===== src/rtl/seq_intersect_ctrl.sv =====
// seq_intersect_ctrl: round-robin arbiter driving one a/b/c "intersect" burst per grant (optional abort: `SEQ_ABORT_EN).
// Latency: 1 cycle from req to gnt/a/b; burst is B_RUN+1 cycles, then GAP idle cycles; every output is registered.
// Backpressure: none; requesters hold req until done, a started burst never stalls (it can only be aborted).
module seq_intersect_ctrl #(
    parameter int B_RUN = 3,
    parameter int GAP   = 2,
    parameter int CNT_W = 8
) (
    input  logic             clk,
    input  logic             rst_n,
    input  logic [1:0]       req,
`ifdef SEQ_ABORT_EN
    input  logic             abort,
`endif
    output logic [1:0]       gnt,
    output logic [1:0]       done,
    output logic             a,
    output logic             b,
    output logic             c,
    output logic             busy,
    output logic [CNT_W-1:0] seq_cnt
);

    localparam int PH_MAX = (B_RUN > GAP) ? B_RUN : GAP;
    localparam int PH_W   = $clog2(PH_MAX + 1);

    typedef enum logic [1:0] {
        IDLE   = 2'd0,
        B_PH   = 2'd1,
        C_PH   = 2'd2,
        GAP_PH = 2'd3
    } state_t;

    state_t          state, nxt_state;
    logic [PH_W-1:0] ph, nxt_ph;
    logic [1:0]      nxt_gnt;
    logic            last_gnt, nxt_last;
    logic            sel;
    logic            do_done;
    logic            abort_hit;

`ifdef SEQ_ABORT_EN
    assign abort_hit = abort;
`else
    assign abort_hit = 1'b0;
`endif

    // Next-state, phase count and arbitration; done/count fire only on a C_PH exit that was not aborted.
    always_comb begin
        nxt_state = state;
        nxt_ph    = ph;
        nxt_gnt   = gnt;
        nxt_last  = last_gnt;
        sel       = 1'b0;
        do_done   = 1'b0;
        case (state)
            IDLE: begin
                if (|req) begin
                    // On a tie the requester that did not win last time goes first.
                    sel       = (req == 2'b11) ? ~last_gnt : req[1];
                    nxt_state = B_PH;
                    nxt_ph    = '0;
                    nxt_gnt   = sel ? 2'b10 : 2'b01;
                    nxt_last  = sel;
                end
            end
            B_PH: begin
                if (abort_hit) begin
                    nxt_state = GAP_PH;
                    nxt_ph    = '0;
                    nxt_gnt   = 2'b00;
                end else if (ph == PH_W'(B_RUN - 1)) begin
                    nxt_state = C_PH;
                    nxt_ph    = '0;
                end else begin
                    nxt_ph = ph + PH_W'(1);
                end
            end
            C_PH: begin
                nxt_state = GAP_PH;
                nxt_ph    = '0;
                nxt_gnt   = 2'b00;
                do_done   = ~abort_hit;
            end
            GAP_PH: begin
                if (ph == PH_W'(GAP - 1)) begin
                    nxt_state = IDLE;
                    nxt_ph    = '0;
                end else begin
                    nxt_ph = ph + PH_W'(1);
                end
            end
            default: begin
                nxt_state = IDLE;
                nxt_ph    = '0;
                nxt_gnt   = 2'b00;
            end
        endcase
    end

    // State, pointer and registered outputs decoded from the state being entered.
    always_ff @(posedge clk or negedge rst_n) begin
        if (!rst_n) begin
            state    <= IDLE;
            ph       <= '0;
            last_gnt <= 1'b1;
            gnt      <= 2'b00;
            done     <= 2'b00;
            a        <= 1'b0;
            b        <= 1'b0;
            c        <= 1'b0;
            busy     <= 1'b0;
            seq_cnt  <= '0;
        end else begin
            state    <= nxt_state;
            ph       <= nxt_ph;
            last_gnt <= nxt_last;
            gnt      <= nxt_gnt;
            done     <= do_done ? gnt : 2'b00;
            a        <= (nxt_state == B_PH) || (nxt_state == C_PH);
            b        <= (nxt_state == B_PH);
            c        <= (nxt_state == C_PH);
            busy     <= (nxt_state != IDLE);
            if (do_done) begin
                seq_cnt <= seq_cnt + CNT_W'(1);
            end
        end
    end

endmodule


===== config.mk =====
export PLATFORM = sky130hd
export DESIGN_NAME = seq_intersect_ctrl
export DESIGN_NICKNAME = d
export VERILOG_FILES = /design/src/rtl/seq_intersect_ctrl.sv
export SDC_FILE = /design/constraint.sdc
export NUM_CORES = 1
export LEC_CHECK = 0
export CORE_UTILIZATION = 45
export CTS_BUF_LIST = sky130_fd_sc_hd__clkbuf_8
export DETAILED_ROUTE_END_ITERATION = 8
export HOLD_SLACK_MARGIN = 0.06
export PLACE_DENSITY_LB_ADDON = 0.05
export SYNTH_ARGS = -nofsm -noshare
export SYNTH_HDL_FRONTEND = slang
export SYNTH_SLANG_ARGS = --single-unit

===== constraint.sdc =====
create_clock -name clk -period 1.25 [get_ports clk]
set_input_delay 0.1875 -clock clk [delete_from_list [all_inputs] [get_ports clk]]
set_output_delay 0.1875 -clock clk [all_outputs]
set_load 0.1 [all_outputs]

==> impl_metrics.ini, run 1 <==
[grt]
overflow = 0
groute.usage.overall_pct = 18.9
grt_max_degree = 22
antenna_found_initial = 0
grt_pass1_vias = 696
grt_pass1_wl_um = 3040

[synthesis]
ys_seq_area_share_pct = 54.7
postSynthAreaPerCell_um2 = 11.9
async_flop_share_pct = 100
yosysWarnings = 0
synth_largest_area_cell = dfrtp_1
synth_nets = 89
synth_top_area_share_pct = 51.9
ys_types = 28
synthFlopType = dfrtp_1
synth_cells = 81
netlist_top_cells_area = dfrtp_1, ha_1, xor2_1
synth_area_um2 = 963
synth.ff_latch_count = 21
synth_edf_count = 0

[layout]
drive_above_1_share_pct = 56.9
n_fill_cell = 82
syn_to_final_growth_pct = 76.2
layout_commonest_cell = buf_4
fin_area_um2 = 1700
final_cell_mix = buf_4, buf_12, dfrtp_1
nNetsFinal = 132
diodes = 0
stdcell_count = 150

[placement]
dpl.cell_count = 137
port_buffers = 19
place.gp.congestion = 0.774
pre_cts_ws_ns = -0.215
dpl.hpwl_um = 1350
place_area_um2 = 1460

[sta]
worstMarginPinSlew_ns = 0.444
finalCriticalPeriod_ns = 1.38
setup_viol = 9
rsz0062_at_grt = yes
final_max_slew_viol_count = 0
slew_headroom_pct = 70.1
skew_ns = 0.00268
finalCritPeriodShare_pct = 110
hold_violations = 0
layout_setup_ws_ns = -0.125
fmax_ghz = 0.727

[floorplanning]
die_y_um = 48.3
dieWidth_um = 48.3
coreArea_um2 = 1980
io_pins = 20
die_area_um2 = 2330
initial_core_util_pct = 48.6
num_rows = 16

[cts]
ctsHoldBuffers = 0
ctsHtreeMaxLevel = 1
cts_root_buf = clkbuf_8
cts_max_path_buffers = 2
cts_sinks = 21
cts_tree = done
clk_latency_ns = 0.26
path_clk_slew_ns = 0.09
cts_buffers = 3

[critical_path]
critPathLaunch = state[0]
cp_data_arrival_time_ns = 1.54
endpoint = c
worstRegToRegCells = 5
critical_path_class = reg2reg
reg2reg_slack_ns = -0.13
end_kind = flip-flop
start_kind = flip-flop
timing.rr.end = c
worst-path-max-fanout = 6
required_ns = 1.41
reg2reg_from = state[0]

[run_status]
violations = negative setup slack
status = complete, but fails checks

[drt]
ant_nets = 0
drt_iter0_markers = 14
route.detailed.drc = 0
via_per_inst = 5.39
wl_per_cell_um = 18.0
dr.pass1.iters = 4
vias = 808
routed_wl_um = 2700

[worst_hold_path]
hold_class = in2async

[run]
cap_violations = 0
==> stage by stage <==
step / hold slack [ns] / TNS (ns) / utilization (%)
5_1_grt: 0.309 / -0.859 / 85.7
3_3_place_gp: 0.505 / -0.946 / 73.6
3_5_place_dp: 0.512 / -1.11 / 73.6
4_1_cts: 0.277 / -0.125 / 79.2
2_1_floorplan: -0.108 / -0.0113 / -
6_report: 0.257 / -0.531 / 85.7
==> routing by layer <==
layer / share of wire (%) / vias to the layer above / wire length [um] / track usage [%]
met4: 2.4 / 0 / 65 / 7.22
met3: 2.9 / 6 / 77 / 2.22
li1: - / 359 / - / -
met5: 0 / - / 0 / 0
met2: 58 / 29 / 1570 / 33.6
met1: 36 / 414 / 982 / 23.3
==> cell families (layout without fill, tap and decap cells) <==
| logic type | after synthesis | after routing | synth area share (%) |
|---|---|---|---|
| flops | 21 | 21 | 54.7 |
| simple gates | 23 | 23 | 16.4 |
| xor+xnor | 7 | 7 | 6.36 |
| compound gates | 15 | 15 | 9.87 |
| buf+inv | 8 | 50 | 4.29 |
| mux | 3 | 3 | 3.25 |
| fa+ha+maj | 4 | 4 | 5.20 |
==> flip-flops by register name, indices dropped and copies added (netlist names) <==
name      count
busy          1
last_gnt      1
gnt           2
c             1
a             1
ph            2
b             1
done          2
seq_cnt       8
state         2
==> cell usage after synthesis (all sizes together) (2+ instances only) <==
library cell   n
xor2           4
o21ai          6
buf            2
xnor2          3
ha             4
nand2          7
nand4          3
nor2           2
a32oi          2
inv            5
and2           2
dfrtp         20
nor3           2
mux2i          2
a21oi          3
nand2b         3
==> critical path, cell delays in order (launching register included) <==
cell and delay, ns:
dfrtp_2 0.48, buf_4 0.17, buf_4 0.13, a21o_2 0.22, buf_6 0.13, ha_4 0.14
==> worst min path at each step <==
stage / to / slack [ns] / cells after the start
3_3_place_gp: seq_cnt[6] / 0.50 / 1
5_1_grt: seq_cnt[5] / 0.31 / 2
6_report: seq_cnt[2] / 0.26 / 2
4_1_cts: seq_cnt[2] / 0.28 / 2
2_1_floorplan: a / -0.11 / 0
3_5_place_dp: seq_cnt[6] / 0.51 / 1
==> what timing repair did <==
item                                    in CTS  in global routing
buffers inserted                             5                  4
endpoints found under the setup margin       8                  8
resized for setup                            7                 18
pin swaps                                    4                  6
==> layout make-up <==
cell class / count / area, um2 / area share, %
timing repair buffer: 41 / 534 / 31.5
inverter: 5 / 18.8 / 1.11
sequential: 21 / 552 / 32.5
tap: 27 / 33.8 / 1.99
multi-input combinational: 52 / 513 / 30.2
clock buffer: 3 / 41.3 / 2.43
clock inverter: 1 / 5.00 / 0.295
Power of run 1 is left out: the tool's default activity adds up to more than one toggle a clock period on the data nets, which glitch-free logic cannot reach.
==> run 2: changes to the inputs <==
--- a/config.mk
+++ b/config.mk
@@ -5,7 +5,7 @@
 export SDC_FILE = /design/constraint.sdc
 export NUM_CORES = 1
 export LEC_CHECK = 0
-export CORE_UTILIZATION = 45
+export CORE_UTILIZATION = 47
 export CTS_BUF_LIST = sky130_fd_sc_hd__clkbuf_8
 export DETAILED_ROUTE_END_ITERATION = 8
 export HOLD_SLACK_MARGIN = 0.06
==> run 2 against run 1 <==
The run still ends with negative setup slack left. Final cell count fell by 1.3%. Register-to-register slack improved by 0.03 ns. Maximum frequency is 2.1% higher. Largest cell class unchanged. Flip-flop and latch count did not move.
==> impl_metrics.ini, run 2 (synthesized netlist as in run 1, its figures left out) <==
[sta]
slew_headroom_pct = 76.9
rsz0062_at_grt = yes
finalCritPeriodShare_pct = 108
fmax_ghz = 0.742
final_max_slew_viol_count = 0
hold_violations = 0
skew_ns = 0.00478
worstMarginPinSlew_ns = 0.347
finalCriticalPeriod_ns = 1.35
setup_viol = 4
layout_setup_ws_ns = -0.0977

[layout]
largest_register_ffs = 8
final_cell_mix = buf_12, buf_4, dfrtp_1
largest_register = seq_cnt
layout_commonest_cell = buf_12
drive_above_1_share_pct = 56.2
stdcell_count = 148
syn_to_final_growth_pct = 71.3
diodes = 0
nNetsFinal = 130

[drt]
ant_nets = 0
routedLengthMet1_um = 832
dr.pass1.iters = 4
via_per_inst = 5.14
drt_iter0_markers = 11
wl_met2_um = 1270
wl_per_cell_um = 15.4
top_layer = met4
routed_wl_um = 2270
wl_met3_um = 90
route.detailed.drc = 0
vias = 760

[run]
cap_violations = 0

[critical_path]
crit_chain = buf_6 > mux2i_1 > a21o_2 > buf_4 > ha_1
reg2reg_from = state[1]
critical-path-slowest-cell = dfrtp_1
worstRegToRegCells = 5
reg2reg_slack_ns = -0.1
start_kind = flip-flop
timing.rr.end = c
cp_data_arrival_time_ns = 1.49
required_ns = 1.40
critical_path_class = reg2reg
critPathMaxStageDelay_ns = 0.42
end_kind = flip-flop
worst-path-max-fanout = 4

[floorplanning]
io_pins = 20
die_y_um = 47.3
initial_core_util_pct = 49.6
num_rows = 16
coreArea_um2 = 1940
dieWidth_um = 47.3
die_area_um2 = 2230

[cts]
cts_tree = done
clk_latency_ns = 0.26
cts_sinks = 21
ctsHtreeMaxLevel = 1
cts_buffers = 3
path_clk_slew_ns = 0.08
cts_root_buf = clkbuf_8
cts_max_path_buffers = 2
ctsHoldBuffers = 0

[placement]
port_buffers = 19
dpl.cell_count = 140
place.gp.congestion = 0.774
dpl.hpwl_um = 1570

[run_status]
status = complete, but fails checks
violations = negative setup slack

[grt]
grt_pass1_vias = 726
overflow = 0
antenna_found_initial = 0
grt_max_degree = 22
groute.usage.overall_pct = 22.5
grt_pass1_wl_um = 3190

[worst_hold_path]
hold_class = in2async
## run 2: worst max-delay path, delay by kind of cell, from the launching register on
| kind | cells | cell delay [ns] |
|---|---|---|
| muxes | 1 | 0.13 |
| DFF | 1 | 0.42 |
| adders and majority gates | 1 | 0.18 |
| AOI/OAI and AO/OA | 1 | 0.23 |
| buffers and inverters | 2 | 0.28 |
## run 2: cell type report
type,count,area (um2)
Clock buffer,3,41.3
Clock inverter,1,5.00
Fill cell,96,292
Inverter,5,18.8
Multi-Input combinational cell,52,479
Sequential cell,21,553
Tap cell,27,33.8
Timing Repair Buffer,39,519
## run 2: how the worst max path moves through the flow
stage	start	end	slack, ns	cells after the start
after floorplan	seq_cnt[0]	seq_cnt[1]	-0.01	2
after global placement	req[0]	a	-0.23	4
after detailed placement	req[0]	a	-0.27	4
after CTS	state[1]	a	-0.09	4
after global routing	state[1]	c	-0.12	5
final	state[1]	c	-0.1	5
## run 2: metrics by stage
stage	instance area [um2]	hold WS, ns	setup slack [ns]	TNS, ns	utilization [%]
floorplan	1000	-0.108	-0.0113	-0.0113	-
global placement	1480	0.502	-0.227	-0.967	76.3
detailed placement	1480	0.524	-0.267	-1.35	76.3
CTS	1570	0.275	-0.0893	-0.293	80.7
global route	1650	0.299	-0.124	-0.406	85.0
finish	1650	0.270	-0.0977	-0.232	85.0
## run 2: repair_timing
action | CTS | global route
setup endpoints to repair | 7 | 9
gates resized for setup | 7 | 15
gates cloned | 0 | 0
pin swaps | 4 | 5
setup buffers | 2 | 2
## run 2: layer usage
metal | track usage, % | up-vias
met4 | 14.3 | 0
met2 | 41.6 | 22
met1 | 21.7 | 375
met5 | 0 | -
li1 | - | 354
met3 | 5.77 | 9
Power of run 2 is left out for the same reason.
